==> config.mk <==
export PLATFORM = sky130hd
export DESIGN_NAME = core_power_sequencer
export DESIGN_NICKNAME = d
export VERILOG_FILES = /design/src/rtl/core_seq_pkg.sv /design/src/rtl/core_seq_timer.sv /design/src/rtl/core_power_sequencer.sv
export SDC_FILE = /design/constraint.sdc
export NUM_CORES = 1
export LEC_CHECK = 0
export CAP_MARGIN = 20
export CORE_UTILIZATION = 57
export CTS_BUF_LIST = sky130_fd_sc_hd__clkbuf_16
export CTS_CLUSTER_SIZE = 16
export DETAILED_ROUTE_END_ITERATION = 10
export GPL_ROUTABILITY_DRIVEN = 0
export PLACE_DENSITY_LB_ADDON = 0.3
export SYNTH_ARGS = -nofsm -noshare
export SYNTH_HDL_FRONTEND = slang
export SYNTH_HIERARCHICAL = 1
export SYNTH_SLANG_ARGS = --single-unit
export TNS_END_PERCENT = 100
==> constraint.sdc <==
create_clock -name clk_i -period 3.7 [get_ports clk_i]
set_clock_uncertainty 0.05 [all_clocks]
set_input_delay 0.74 -clock clk_i [delete_from_list [all_inputs] [get_ports clk_i]]
set_output_delay 0.74 -clock clk_i [all_outputs]
set_load 0.005 [all_outputs]
==> src/rtl/core_seq_pkg.sv <==
// Shared state encoding, default timing constants and state-to-output decode for the core
// power sequencer. CORE_SEQ_IDLE_HS_EN adds the DRAIN state (encoding 5).
package core_seq_pkg;

    typedef enum logic [2:0] {
        StOff     = 3'd0,
        StRstRel  = 3'd1,
        StRstOn   = 3'd2,
        StRun     = 3'd3,
        StRstHold = 3'd4,
`ifdef CORE_SEQ_IDLE_HS_EN
        StDrain   = 3'd5,
`endif
        StPause   = 3'd6
    } core_seq_state_t;

    localparam int unsigned DefRstReleaseCycles = 8;
    localparam int unsigned DefRstAssertCycles  = 4;
    localparam int unsigned DefIdleTimeout      = 256;

    function automatic int unsigned max3(input int unsigned a, input int unsigned b,
                                         input int unsigned c);
        int unsigned m;
        m = (a > b) ? a : b;
        return (m > c) ? m : c;
    endfunction

    function automatic logic state_clk_en(input core_seq_state_t s);
        return (s != StOff) && (s != StPause);
    endfunction

    function automatic logic state_rst_n(input core_seq_state_t s);
`ifdef CORE_SEQ_IDLE_HS_EN
        return (s == StRun) || (s == StPause) || (s == StDrain);
`else
        return (s == StRun) || (s == StPause);
`endif
    endfunction

    function automatic logic state_busy(input core_seq_state_t s);
`ifdef CORE_SEQ_IDLE_HS_EN
        return (s == StRstRel) || (s == StRstHold) || (s == StDrain);
`else
        return (s == StRstRel) || (s == StRstHold);
`endif
    endfunction

endpackage

==> src/rtl/core_seq_timer.sv <==
// Loadable down-counter: loads value_i on load_i, counts down to zero and holds there.
module core_seq_timer #(
    parameter int unsigned Width = 4
) (
    input  logic             clk_i,
    input  logic             rst_ni,
    input  logic             load_i,
    input  logic [Width-1:0] value_i,
    output logic             zero_o
);

    logic [Width-1:0] cnt_q, cnt_d;

    always_comb begin
        cnt_d = cnt_q;
        if (load_i) begin
            cnt_d = value_i;
        end else if (cnt_q != '0) begin
            cnt_d = cnt_q - Width'(1);
        end
    end

    always_ff @(posedge clk_i or negedge rst_ni) begin
        if (!rst_ni) begin
            cnt_q <= '0;
        end else begin
            cnt_q <= cnt_d;
        end
    end

    assign zero_o = (cnt_q == '0);

endmodule

==> src/rtl/core_power_sequencer.sv <==
// Sequences the GPU core ICG enable and core reset from raw software requests.
// Define CORE_SEQ_IDLE_HS_EN to add the idle-handshake DRAIN state and its timeout.
module core_power_sequencer
    import core_seq_pkg::*;
#(
    parameter int unsigned RST_RELEASE_CYCLES = DefRstReleaseCycles,
    parameter int unsigned RST_ASSERT_CYCLES  = DefRstAssertCycles,
    parameter int unsigned IDLE_TIMEOUT       = DefIdleTimeout
) (
    input  logic       clk_i,
    input  logic       rst_ni,
    input  logic       clk_en_req_i,
    input  logic       rst_n_req_i,
`ifdef CORE_SEQ_IDLE_HS_EN
    input  logic       core_idle_i,
    output logic       drain_timeout_o,
`endif
    output logic       clk_core_en_o,
    output logic       rst_n_core_o,
    output logic       busy_o,
    output logic [2:0] state_o
);

    localparam int unsigned CntW = $clog2(max3(RST_RELEASE_CYCLES, RST_ASSERT_CYCLES,
                                               IDLE_TIMEOUT)) + 1;
    localparam logic [CntW-1:0] RelLoad  = CntW'(RST_RELEASE_CYCLES - 1);
    localparam logic [CntW-1:0] AsrtLoad = CntW'(RST_ASSERT_CYCLES - 1);

    if (RST_RELEASE_CYCLES < 1 || RST_ASSERT_CYCLES < 1 || IDLE_TIMEOUT < 1) begin : gen_param_err
        $error("core_power_sequencer: all cycle parameters must be >= 1");
    end

    core_seq_state_t state_q, state_d;
    logic            clk_en_q, rst_n_q, busy_q;
    logic            seq_load, seq_zero;
    logic [CntW-1:0] seq_value;

    core_seq_timer #(
        .Width (CntW)
    ) u_seq_timer (
        .clk_i   (clk_i),
        .rst_ni  (rst_ni),
        .load_i  (seq_load),
        .value_i (seq_value),
        .zero_o  (seq_zero)
    );

`ifdef CORE_SEQ_IDLE_HS_EN
    localparam logic [CntW-1:0] IdleLoad = CntW'(IDLE_TIMEOUT - 1);

    logic drain_load, drain_zero, timeout_set, timeout_clr, timeout_q;

    core_seq_timer #(
        .Width (CntW)
    ) u_drain_timer (
        .clk_i   (clk_i),
        .rst_ni  (rst_ni),
        .load_i  (drain_load),
        .value_i (IdleLoad),
        .zero_o  (drain_zero)
    );
`endif

    always_comb begin
        state_d   = state_q;
        seq_load  = 1'b0;
        seq_value = '0;
`ifdef CORE_SEQ_IDLE_HS_EN
        drain_load  = 1'b0;
        timeout_set = 1'b0;
        timeout_clr = 1'b0;
`endif
        case (state_q)
            StOff: begin
                // A reset release without a clock request is deliberately ignored.
                if (clk_en_req_i) begin
                    state_d   = StRstRel;
                    seq_load  = 1'b1;
                    seq_value = RelLoad;
                end
            end
            StRstRel: begin
                if (seq_zero) state_d = StRstOn;
            end
            StRstOn: begin
                if (!clk_en_req_i) begin
                    state_d = StOff;
                end else if (rst_n_req_i) begin
                    state_d = StRun;
`ifdef CORE_SEQ_IDLE_HS_EN
                    timeout_clr = 1'b1;
`endif
                end
            end
            StRun: begin
                if (!rst_n_req_i) begin
                    state_d   = StRstHold;
                    seq_load  = 1'b1;
                    seq_value = AsrtLoad;
                end else if (!clk_en_req_i) begin
`ifdef CORE_SEQ_IDLE_HS_EN
                    state_d    = StDrain;
                    drain_load = 1'b1;
`else
                    state_d = StPause;
`endif
                end
            end
            StRstHold: begin
                if (seq_zero) state_d = StRstOn;
            end
`ifdef CORE_SEQ_IDLE_HS_EN
            StDrain: begin
                if (clk_en_req_i) begin
                    state_d = StRun;
                end else if (!rst_n_req_i) begin
                    state_d   = StRstHold;
                    seq_load  = 1'b1;
                    seq_value = AsrtLoad;
                end else if (core_idle_i) begin
                    state_d = StPause;
                end else if (drain_zero) begin
                    state_d     = StPause;
                    timeout_set = 1'b1;
                end
            end
`endif
            StPause: begin
                // Clock comes back on with the reset so the reset can propagate.
                if (!rst_n_req_i) begin
                    state_d   = StRstHold;
                    seq_load  = 1'b1;
                    seq_value = AsrtLoad;
                end else if (clk_en_req_i) begin
                    state_d = StRun;
                end
            end
            default: state_d = StOff;
        endcase
    end

    // Outputs are decoded from the next state so they change on the same edge as the state.
    always_ff @(posedge clk_i or negedge rst_ni) begin
        if (!rst_ni) begin
            state_q  <= StOff;
            clk_en_q <= 1'b0;
            rst_n_q  <= 1'b0;
            busy_q   <= 1'b0;
        end else begin
            state_q  <= state_d;
            clk_en_q <= state_clk_en(state_d);
            rst_n_q  <= state_rst_n(state_d);
            busy_q   <= state_busy(state_d);
        end
    end

`ifdef CORE_SEQ_IDLE_HS_EN
    always_ff @(posedge clk_i or negedge rst_ni) begin
        if (!rst_ni) begin
            timeout_q <= 1'b0;
        end else if (timeout_set) begin
            timeout_q <= 1'b1;
        end else if (timeout_clr) begin
            timeout_q <= 1'b0;
        end
    end

    assign drain_timeout_o = timeout_q;
`endif

    assign clk_core_en_o = clk_en_q;
    assign rst_n_core_o  = rst_n_q;
    assign busy_o        = busy_q;
    assign state_o       = state_q;

endmodule

==> results.txt, run 1 <==
The flow ran to the end, and the final reports show no timing, DRC or antenna violations. In the final design database the tool counted 116 nets. The maximum buffer depth of the clock tree is 2.

In the layout the commonest cells are sky130_fd_sc_hd__dfrtp_1, sky130_fd_sc_hd__nor2_1, sky130_fd_sc_hd__nand2_1, sky130_fd_sc_hd__clkdlybuf4s50_1, sky130_fd_sc_hd__inv_1. The number of placement rows is 13. Of all cell types, the one taking the most synthesized area is sky130_fd_sc_hd__dfrtp_1. The Yosys step of the flow raised 6 warnings. The worst-case vdd ir drop is 538.5 uV. The final hold violation count came to 0. The first global-routing pass estimated 2587 um of wire. The tool flagged a number of max-cap violations equal to 0. In this run the worst hold path is classified as reg -> reg. The normalized max-slew margin is 0.5632. The power density over cell area is 815.4 nW/um2. After synthesis, the share of cell area in mux cells is 0. The critical path is of the in -> reg type. The via count of the first global-routing pass came out at 598. The detailed router finished its first iteration with 11 violations. In this run, post-CTS hold repair placed 0 buffers. Counting tap cells, the placed design contains a total of 121 instances. In the routed design, unresolved DRC markers number 0.

The static leakage came out at 0.4542 nW. The instance count of the mapped netlist is 95. Post-CTS repair changed the size of 0 cells. The clock edge transition at the registers on the reported setup and hold paths came out at 0.05 ns. The effective utilization at floorplan is 0.6358. The xor and xnor fraction of the mapped netlist area is 0.03061. The share of the clock period used by the worst path came out at 0.6848. At the later pin of the worst-skew pair, clock insertion delay measures 0.24 ns. The count of placed standard cells in the final layout, fillers left out came out at 125. The die covers 1665 um2.

For the finished layout, the period the worst path requires is 2.534 ns. The remaining global-route overflow is 0. The post-synthesis to final-layout area growth is 22.59%.

The worst setup path is launched from an input port. The root buffer cell is sky130_fd_sc_hd__clkbuf_16. For the pin with the worst max-slew slack, the measured transition is 0.6532 ns. The post-CTS setup repair buffer count is 0.

The total detailed-routing wirelength is 1676 um. The count of pins over their slew limit came out at 0. The final antenna diode count came out at 0. In this run the tool buffered the top-level ports with 9 buffer cells.

The first-pass iteration count of the detailed router is 4. The number of different library cells in the post-synthesis netlist is 36. Based on the critical path, the design can be clocked at up to 394.7 MHz. The H-tree depth reported by CTS came out at 1. The number of clock buffers added by TritonCTS is 3. The initial antenna violation count came out at 0.

The simple-gate share of the synthesized area came out at 0.2711. Setup repair after global routing left no endpoint under its margin. The overall routing resource usage came out at 0.2412. The tree built by TritonCTS fans out to 15 sinks. The largest fanout of any net on the critical path is 18. The total via count after detailed routing came out at 714. Leaving out fill and tap cells, the most frequent cell in the layout is sky130_fd_sc_hd__dfrtp_1. The final-layout fill cell count came out at 97.

The flip-flop and latch count after synthesis is 15. TritonCTS built the clock tree. The top-area cell type share of the netlist area came out at 0.4373.

Setup violations remaining at the end of the flow were counted as 0. The area fraction in compound gates after synthesis is 0.1968. In this run the count of I/O pins placed on the die edge is 10.

The summed instance area of the synthesized netlist is 858.3 um2. The detailed-placement wirelength estimate is 1173 um. The area share of fa/ha/maj cells after synthesis came out at 0.01458. The standard cell core area came out at 1350 um2.

The setup TNS came out at 0 ns. In the final layout, the share of cells above drive strength 1 is 0.09091. The fraction of registers with async set/reset is 1.000. Measured along the y axis, the die boundary spans 40.81 um. The horizontal extent of the die is 40.81 um. The endpoint required time on the critical path is 3.77 ns. The part of the Yosys area used for sequential elements is 0.4373. The average vias per placed instance came out at 5.712. After synthesis, the largest family of logic cells by area is simple AND/OR/NAND/NOR gates. Counting flops with a built-in enable in the synthesized netlist gives 0. After detailed routing, the average wire length per cell comes to 13.41 um. The maximum number of pins on one net before global-route repair came out at 19. Data arrives at the worst endpoint at 2.61 ns. The post-route antenna net violation count came out at 0. The worst setup path is captured at a register.

After synthesis, the cell types taking the most area are sky130_fd_sc_hd__dfrtp_1, sky130_fd_sc_hd__nor2_1, sky130_fd_sc_hd__nand2_1. For this run, the leading register cell type out of synthesis is sky130_fd_sc_hd__dfrtp_1. In this run the mean area of a mapped cell was 9.035 um2.
[state kept, by name (all words and copies together) (netlist names)]
signal and cells:
state_o 3, busy_o 1, clk_core_en_o 1, u_seq_timer/cnt_q 9
rst_n_core_o 1
[synthesized netlist by cell type (all sizes together) (2+ instances only)]
master,count
nor3,5
dfrtp,15
a21oi,2
and2b,3
o31ai,5
o21ai,6
nor3b,2
nand2,9
or4,2
clkbuf,2
inv,7
and2,2
a311oi,2
or2,2
nor2,11
nor4,2
xnor2,3
[layout make-up]
type | count | area [um2] | share of cell area
inverters | 7 | 26.28 | 0.02497
flip-flops and latches | 15 | 375.4 | 0.3567
well taps | 15 | 18.77 | 0.01784
multi-input cells | 75 | 462.9 | 0.4400
clock inverters | 1 | 3.754 | 0.003567
repair buffers | 9 | 90.09 | 0.08561
clock buffers | 3 | 75.07 | 0.07134
[per-stage QoR]
step                setup WS [ns]  power [mW]  cell area (um2)  utilization  hold slack [ns]
finish                      1.166      0.8580             1052       0.7794           0.5140
global route                1.001      0.9119             1052       0.7794           0.5591
CTS                         1.190      0.8590             1052       0.7794           0.5144
detailed placement         0.9384      0.6433            973.4       0.7210           0.4972
global placement            1.015      0.6333            973.4       0.7210           0.5005
floorplan                   1.630      0.5442            877.1            -           0.3944
[worst paths after layout]
path	start	to	slack, ns	cells after the start
worst min-delay path	u_seq_timer/cnt_q[6]	u_seq_timer/cnt_q[6]	0.51	2
worst min register to register	u_seq_timer/cnt_q[6]	u_seq_timer/cnt_q[6]	0.51	2
worst max-delay path	rst_n_req_i	u_seq_timer/cnt_q[7]	1.17	7
min in group asynchronous	rst_ni	u_seq_timer/cnt_q[2]	0.85	1
worst max register to register	u_seq_timer/cnt_q[0]	state_o[0]	1.44	8
max in group asynchronous	rst_ni	u_seq_timer/cnt_q[6]	2.33	1
[where the power goes]
| part | switching, mW | total, mW | internal (mW) |
|---|---|---|---|
| logic | 0.166 | 0.335 | 0.170 |
| clock network | 0.0646 | 0.208 | 0.143 |
| registers | 0.0782 | 0.315 | 0.237 |
| total | 0.309 | 0.858 | 0.549 |
[critical path, stage by stage]
cell and delay (ns):
sky130_fd_sc_hd__clkdlybuf4s50_1 0.43, sky130_fd_sc_hd__and2b_1 0.25, sky130_fd_sc_hd__o21ai_0 0.10, sky130_fd_sc_hd__nand2_1 0.40
sky130_fd_sc_hd__inv_1 0.24, sky130_fd_sc_hd__o311a_1 0.19, sky130_fd_sc_hd__a221o_1 0.26
[per-layer routing]
layer | GRT usage | part of all wire | up-vias
met5 | 0 | 0 | -
met4 | 0.1250 | 0.0078 | 0
met3 | 0.03261 | 0.017 | 2
met2 | 0.3984 | 0.48 | 16
met1 | 0.3017 | 0.50 | 333
li1 | - | - | 363
[cell families (layout without fill, tap and decap cells)]
kind of cell / count (synthesis) / in the layout
and+or+nand+nor: 43 / 43
AOI/OAI and AO/OA: 22 / 22
DFF: 15 / 15
buffers and inverters: 10 / 20
xor gates and xnor gates: 3 / 3
adders and majority gates: 1 / 1
other: 1 / 6
Power figures use the tool's default switching activity.
==> run 2, diff against run 1 <==
- CORE_UTILIZATION: 57 -> 53
- clock period: 3.7 -> 2.6 ns (I/O delays scaled with it)
==> run 2 against run 1 <==
Compared with the run above: the run now ends with DRC left; die area up 7.2%; combinational power up 49%; critical path depth up 1; via count up 3.5%; worst setup slack worse by 0.79 ns; critical endpoint is now state_o[0]; highest routed layer unchanged.
==> results.txt, run 2 (synthesis gave the netlist of run 1 again) <==
The switching share of total power is 0.3607 (+0.001144). The worst reg-to-reg path cell count came out at 8 (unchanged). The overall routing resource usage is 0.2289 (-0.01230).

The run finished, with violations left. The area occupied by registers is 375.4 um2 (unchanged). The share of the clock period used by the worst path is 0.8563. The net count reported at finish is 117 (+0.86%). The die height came out at 42.24 um (+3.5%). The via count of the first global-routing pass came out at 717 (+20%). The share of power burned in registers came out at 0.363 (-0.004). The number of DRC markers in iteration 0 came out at 17 (+6).

The library cells used most frequently in the layout, excluding fill and tap cells, are sky130_fd_sc_hd__dfrtp_1, sky130_fd_sc_hd__nor2_1, sky130_fd_sc_hd__nand2_1, sky130_fd_sc_hd__clkdlybuf4s50_1, sky130_fd_sc_hd__inv_1. The cell area after placement came out at 982.2 um2 (+0.90%). The clock buffer count from CTS is 3 (unchanged). The final hold slack is 0.5285 ns (+0.01455 ns).

The detailed-placement wirelength estimate came out at 1304 um (+11%). The clock latency on the worst-skew pair is 0.24 ns (about the same). The final non-filler cell area is 1061 um2 (+0.83%).

The total via count after detailed routing is 739 (+3.5%). The minimum setup slack among reg-to-reg paths is 0.37 ns (-1.07 ns). The static leakage is 0.4594 nW (+1.2%). The endpoint required time on the critical path is 2.68 ns (-1.09 ns).

The number of setup violations in the final report is 0 (unchanged). TritonCTS built the clock tree. The achievable clock frequency is 449.1 MHz. The initial antenna violation count came to 0 (unchanged). The standard cell core area is 1506 um2 (+12%). The number of stages on the worst hold path is 2 (unchanged). The endpoint of the lowest-slack register-to-register path is state_o[0].

The first-pass iteration count of the detailed router is 7 (+3). The number of clock sinks came out at 15 (unchanged). The final reports fail on DRC.

The routed length per placed instance is 14.23 um (+6.1%). The total buffers and inverters traversed by the critical path came to 2 (unchanged). The number of placement rows came out at 14 (+1). The maximum number of pins on one net before global-route repair came out at 18 (-1).

The worst path needs 2.226 ns of the cycle, external delays included. The power density over cell area came out at 1163 nW/um2 (+43%). The clock edge transition at the registers on the reported setup and hold paths is 0.05 ns (about the same). The layout cell share with drive strength beyond 1 came out at 0.09910 (+0.008190).

Setup repair after global routing left no endpoint under its margin. The critical path class is reg -> reg. The post-route antenna net violation count is 0 (unchanged). Counting flops per register, the top entry is u_seq_timer/cnt_q. The average vias per placed instance is 5.819 (+1.9%). The hold-fix buffer count after cts came to 0 (unchanged). The number of flip-flops in the largest register came to 9 (unchanged). The horizontal extent of the die is 42.24 um (+3.5%).

The internal power is 0.7890 mW (+44%). The combinational power share is 0.404 (+0.013). The most used cell along the critical path is sky130_fd_sc_hd__inv_1. The worst register-to-register path begins at u_seq_timer/cnt_q[0]. The effective utilization at floorplan is 0.5698 (-0.06601). The switching power is 0.4452 mW (+44%). The maximum buffer depth of the clock tree is 2 (unchanged).

STA classifies the critical path startpoint as a register. Leaving out fill and tap cells, the most frequent cell in the layout is sky130_fd_sc_hd__dfrtp_1. The measured slew at the worst slew-check pin is 0.6683 ns (+0.01508 ns).

The largest stage delay on the critical path is 0.58 ns (+0.15 ns). The worst-case vdd ir drop is 591.2 uV (+9.8%). The global-route wire length before repair came out at 3049 um (+18%). The H-tree depth reported by CTS is 1 (unchanged). The worst hold endpoint is u_seq_timer/cnt_q[6]. The tightest min-delay check is of the reg -> reg type. The total of max-cap violations is 0 (unchanged). The I/O pin total was 10 (unchanged). The normalized max-slew margin came out at 0.5531 (-0.01009). The total detailed-routing wirelength is 1807 um (+7.8%). The final-layout fill cell count is 113 (+16%).

The root buffer cell is sky130_fd_sc_hd__clkbuf_16. The post-synthesis to final-layout area growth came out at 23.62%. The final hold violation count is 0 (unchanged).

The multi-input gate area in the final layout came out at 462.9 um2 (unchanged). The startpoint identified for the worst hold timing path is u_seq_timer/cnt_q[6]. The largest fanout of any net on the critical path was 7 (-11).

The remaining global-route overflow came to 0 (unchanged). The element type at the critical path end is a register. The critical path arrival is 2.30 ns (-0.31 ns). The kind of cell with the highest combined delay along the critical path is simple AND/OR/NAND/NOR gates. The final routed DRC violation total is 1 (+1). The area of the die is 1784 um2 (+7.2%). The largest individual stage delay along the critical path comes from the cell sky130_fd_sc_hd__or4b_1. The count of pins over their slew limit is 0 (unchanged). The final antenna diode count came out at 0 (unchanged).

The clock network fraction of total power came out at 0.233 (-0.009). The setup TNS came out at 0 ns (unchanged). Walking the worst path, the cells encountered are inv_1 -> ha_1 -> or4b_1 -> or2_4 -> inv_1 -> nor2_1 -> a32oi_1 -> nand2_1. The post-cts sizing count came out at 0 (unchanged). The count of input and output buffers is 9 (unchanged).

The post-CTS setup repair buffer count is 0 (unchanged).
run 2: cell count changes in the layout (fill, tap and decap cells not counted):
| cell | change |
|---|---|
| sky130_fd_sc_hd__buf_4 | +1 |
run 2: worst register-to-register path: stages (launching register included):
cell	delay, ns
sky130_fd_sc_hd__dfrtp_1	0.40
sky130_fd_sc_hd__inv_1	0.10
sky130_fd_sc_hd__ha_1	0.22
sky130_fd_sc_hd__or4b_1	0.58
sky130_fd_sc_hd__or2_4	0.32
sky130_fd_sc_hd__inv_1	0.12
sky130_fd_sc_hd__nor2_1	0.10
sky130_fd_sc_hd__a32oi_1	0.16
sky130_fd_sc_hd__nand2_1	0.07
run 2: power groups by stage:
stage	combinational, mW	clock (mW)	sequential, mW
floorplan	0.351	0	0.423
global placement	0.469	0	0.441
detailed placement	0.492	0	0.448
CTS	0.500	0.292	0.446
global route	0.553	0.306	0.465
finish	0.498	0.288	0.448
run 2: area by class of cell:
class,instances,area share
multi-input combinational,75,0.4363
clock inverter,1,0.003538
sequential,15,0.3538
inverter,7,0.02476
clock buffer,3,0.07075
tap,16,0.01887
timing repair buffer,10,0.09198
run 2: metrics by stage:
stage                 util  total power, mW  worst slack [ns]  instances
floorplan                -           0.7744            0.5835        100
global placement    0.6520           0.9105            0.4003        123
detailed placement  0.6520           0.9401            0.3471        123
CTS                 0.7043            1.238            0.3816        127
global route        0.7043            1.325            0.2870        127
finish              0.7043            1.234            0.3735        127
run 2: worst max-delay path by stage:
stage	start	cells after the start	end	slack, ns
5_1_grt	u_seq_timer/cnt_q[0]	8	state_o[0]	0.29
6_report	u_seq_timer/cnt_q[0]	8	state_o[0]	0.37
2_1_floorplan	u_seq_timer/cnt_q[0]	9	state_o[0]	0.58
3_5_place_dp	rst_n_req_i	7	u_seq_timer/cnt_q[0]	0.35
3_3_place_gp	rst_n_req_i	7	u_seq_timer/cnt_q[0]	0.40
4_1_cts	u_seq_timer/cnt_q[0]	8	state_o[0]	0.38
run 2: routing by layer:
| layer | up-vias | track usage | part of all wire |
|---|---|---|---|
| met5 | - | 0 | 0 |
| li1 | 368 | - | - |
| met2 | 15 | 0.3754 | 0.52 |
| met1 | 354 | 0.2853 | 0.45 |
| met4 | 0 | 0.1125 | 0.0050 |
| met3 | 2 | 0.04741 | 0.031 |
==> run 3, diff against run 2 <==
- ABC_AREA: unset -> 1
- CORE_UTILIZATION: 53 -> 55
- SLEW_MARGIN: unset -> 20
==> run 3 against run 2 <==
Compared with the run above: the run now ends clean; die area increased by 11%; first-iteration DRC count increased by 35%; combinational power increased by 65%; non-clock buffer count unchanged; critical endpoint is now busy_o; largest power group unchanged.
==> results.txt, run 3 <==
The flow ran to the end, and the final reports show no timing, DRC or antenna violations. The multi-input gate area in the final layout came out at 539.3 um2 (+16%). The achievable clock frequency came out at 509.6 MHz (+13%).

The fraction of registers with async set/reset came out at 1.000 (unchanged). The summed instance area of the synthesized netlist came out at 997.2 um2 (+16%). The top cell types in the final layout, fill and taps aside, are sky130_fd_sc_hd__nand2_1, sky130_fd_sc_hd__nor2_1, sky130_fd_sc_hd__inv_1, sky130_fd_sc_hd__dfrtp_1, sky130_fd_sc_hd__nand3_1. The final hold violation count came out at 0 (unchanged). The layout cell share with drive strength beyond 1 was 0.1325 (+0.03343). The setup TNS is 0 ns (unchanged). The total power is 1.593 mW (+29%). The count of input and output buffers came to 9 (unchanged).

The maximum buffer depth of the clock tree is 2 (unchanged). On the critical path the largest part of the delay comes from simple AND/OR/NAND/NOR gates. The cell that appears most often on the critical path is sky130_fd_sc_hd__nor2_1.

The total via count after detailed routing is 927 (+25%). The clock latency on the worst-skew pair is 0.24 ns (about the same). The largest fanout of any net on the critical path came out at 5 (-2). The endpoint required time on the critical path was 2.68 ns (about the same). The hold-fix buffer count after cts is 0 (unchanged). The total buffers and inverters traversed by the critical path is 2 (unchanged). The post-cts sizing count came out at 0 (unchanged). The power density over cell area was 1316 nW/um2 (+13%). The post-route antenna net violation count was 0 (unchanged). The most frequent cell after synthesis is sky130_fd_sc_hd__nand2_1. The area occupied by registers came to 375.4 um2 (unchanged). TritonCTS built the clock tree. The total of max-cap violations came out at 0 (unchanged). The total detailed-routing wirelength was 2001 um (+11%). The effective utilization at floorplan is 0.5839 (+0.01412). The time the final worst path needs with I/O delays and setup came out at 1.962 ns (-0.2642 ns). The net count reported at finish is 172 (+47%). The final antenna diode count is 0 (unchanged).

CTS placed an instance of sky130_fd_sc_hd__clkbuf_16 at the clock tree root. The routed length per placed instance is 10.48 um (-26%). The number of flops mapped to enable cells by yosys came out at 0 (unchanged). After synthesis, the cell types taking the most area are sky130_fd_sc_hd__dfrtp_1, sky130_fd_sc_hd__nand2_1, sky130_fd_sc_hd__nor2_1. The normalized max-slew margin came out at 0.5643 (+0.01125). The final-layout fill cell count is 149 (+32%). The I/O pin total came out at 10 (unchanged). The number of flip-flops in the largest register came out at 9 (unchanged). The flip-flop and latch count after synthesis came out at 15 (unchanged).

Setup repair after global routing left no endpoint under its margin. The remaining global-route overflow is 0 (unchanged). The final routed DRC violation total came to 0 (-1). The critical path arrival is 2.04 ns (-0.26 ns). In the synthesized netlist the dominant register cell turns out to be sky130_fd_sc_hd__dfrtp_1. The clock buffer count from CTS was 3 (unchanged). The horizontal extent of the die is 44.58 um (+5.5%). The global-route wire length before repair came out at 3291 um (+7.9%). The biggest area contributor in the post-synthesis netlist is sky130_fd_sc_hd__dfrtp_1. The clock edge transition at the registers on the reported setup and hold paths came to 0.05 ns (about the same). The top-area cell type share of the netlist area is 0.3764 (-0.06091). The overall routing resource usage came to 0.2254 (-0.003434). The area of the die is 1987 um2 (+11%).

The worst-case vdd ir drop is 883.3 uV (+49%). The count of pins over their slew limit is 0 (unchanged). The mean instance size in the synthesized netlist is 6.693 um2 (-26%).

The category of the worst setup path launch point is a register. The share of the clock period used by the worst path is 0.7547 (-0.1016). The number of DRC markers in iteration 0 is 23 (+6).

The first-pass iteration count of the detailed router came out at 4 (-3). The top register by number of flip-flops is u_seq_timer/cnt_q. STA classifies the critical path endpoint as a register. Sorting the synthesized cells by how often they occur yields sky130_fd_sc_hd__nand2_1, sky130_fd_sc_hd__nor2_1, sky130_fd_sc_hd__inv_1. The detailed-placement wirelength estimate is 1510 um (+16%). The critical path goes through inv_2 -> ha_1 -> nand2_2 -> nor2_4 -> nand2_1 -> inv_1 -> nor2_1 -> nand3_1 -> nand2_1 -> nor2_1 -> nand2_2 -> nor2_1 -> nor2_1. The via count of the first global-routing pass was 841 (+17%). The H-tree depth reported by CTS came to 1 (unchanged). The static leakage came out at 0.6642 nW (+45%). The number of different library cells in the post-synthesis netlist came out at 23 (-36%).

The part of the Yosys area used for sequential elements is 0.3764 (-0.06091). The number of placement rows came out at 15 (+1). The instance count of the mapped netlist is 149 (+57%). The leading cell type in the layout, fill and taps excluded is sky130_fd_sc_hd__nand2_1. The maximum number of pins on one net before global-route repair came to 16 (-2).

The number of clock sinks came to 15 (unchanged). By startpoint and endpoint, the worst setup path is classified as reg -> reg. The worst setup path startpoint is u_seq_timer/cnt_q[0].

The number of setup violations in the final report was 0 (unchanged). The final core utilization is 0.7084 (+0.004106). The post-CTS setup repair buffer count came out at 0 (unchanged).

In this run the most critical hold path is launched from u_seq_timer/cnt_q[8]. The average vias per placed instance is 4.853 (-17%). The measured slew at the worst slew-check pin is 0.6514 ns (-0.01683 ns). The die height is 44.58 um (+5.5%). In this run the critical register-to-register path is launched from u_seq_timer/cnt_q[0]. Relative to the synthesized area, the layout overhead comes to 21.33%. The largest stage delay on the critical path is 0.38 ns (-0.20 ns). The class of the tightest hold or removal check is reg -> reg. The total number of yosys warnings is 6 (unchanged).

On the critical path, the stage with the largest delay is an instance of sky130_fd_sc_hd__dfrtp_1. The initial antenna violation count is 0 (unchanged). The standard cell core area came out at 1708 um2 (+13%).
run 3: cell count changes in the layout (fill, tap and decap cells not counted), moves of 3 or more:
cell	previous run	this run
sky130_fd_sc_hd__nor3_1	5	0
sky130_fd_sc_hd__nand2_2	0	4
sky130_fd_sc_hd__nand3_1	1	13
sky130_fd_sc_hd__o31ai_1	4	0
sky130_fd_sc_hd__o21ai_2	0	3
sky130_fd_sc_hd__nor2_1	10	21
sky130_fd_sc_hd__nand2_1	9	49
sky130_fd_sc_hd__inv_1	8	19
sky130_fd_sc_hd__inv_2	0	4
run 3: metal layers:
| metal | track usage | wire (um) | up-vias |
|---|---|---|---|
| li1 | - | - | 484 |
| met1 | 0.2513 | 790 | 424 |
| met2 | 0.4382 | 1162 | 19 |
| met3 | 0.04898 | 48 | 0 |
| met4 | 0.03636 | 0 | 0 |
| met5 | 0 | 0 | - |
run 3: kinds of logic (layout without fill, tap and decap cells):
kind of cell,Yosys count,after routing,share of synthesized area
AND/OR/NAND/NOR,95,95,0.4304
buffers and inverters,25,37,0.1016
flip-flops,15,15,0.3764
AO/OA/AOI/OAI,11,11,0.06651
adder cells (fa/ha/maj),1,1,0.01255
other,1,6,0.003761
XOR/XNOR,1,1,0.008785
run 3: final cells by class:
class,instances,area share
repair buffers,10,0.08066
clock inverters,1,0.004137
clock buffers,3,0.06205
flip-flops and latches,15,0.3102
multi-input cells,114,0.4457
inverters,23,0.07135
well taps,25,0.02585
run 3: stage by stage:
stage / std cells / setup slack, ns / area (um2) / hold WS, ns
after floorplan: 154 / 0.8948 / 1016 / 0.1744
after global placement: 187 / 0.6390 / 1130 / 0.4840
after detailed placement: 187 / 0.6013 / 1130 / 0.4858
after CTS: 191 / 0.6470 / 1210 / 0.4968
after global routing: 191 / 0.4652 / 1210 / 0.5335
final: 191 / 0.6377 / 1210 / 0.4962
run 3: final timing paths:
path | to | slack (ns) | depth (start not counted)
max | busy_o | 0.64 | 13
min | u_seq_timer/cnt_q[8] | 0.50 | 2
max reg2reg | busy_o | 0.64 | 13
min reg2reg | u_seq_timer/cnt_q[8] | 0.50 | 2
max in group asynchronous | u_seq_timer/cnt_q[1] | 1.45 | 1
min in group asynchronous | u_seq_timer/cnt_q[7] | 0.63 | 1
run 3: report_power, final:
part / switching (mW) / internal [mW] / total [mW]
clock network: 0.0895 / 0.205 / 0.294
logic: 0.484 / 0.336 / 0.820
registers: 0.121 / 0.357 / 0.478
run 3: worst reg2reg max path, stage by stage, from the launching register on:
cell                      delay (ns)
sky130_fd_sc_hd__dfrtp_1        0.38
sky130_fd_sc_hd__inv_2          0.09
sky130_fd_sc_hd__ha_1           0.29
sky130_fd_sc_hd__nand2_2        0.12
sky130_fd_sc_hd__nor2_4         0.18
sky130_fd_sc_hd__nand2_1        0.08
sky130_fd_sc_hd__inv_1          0.11
sky130_fd_sc_hd__nor2_1         0.07
sky130_fd_sc_hd__nand3_1        0.08
sky130_fd_sc_hd__nand2_1        0.06
sky130_fd_sc_hd__nor2_1         0.13
sky130_fd_sc_hd__nand2_2        0.09
sky130_fd_sc_hd__nor2_1         0.09
sky130_fd_sc_hd__nor2_1         0.04
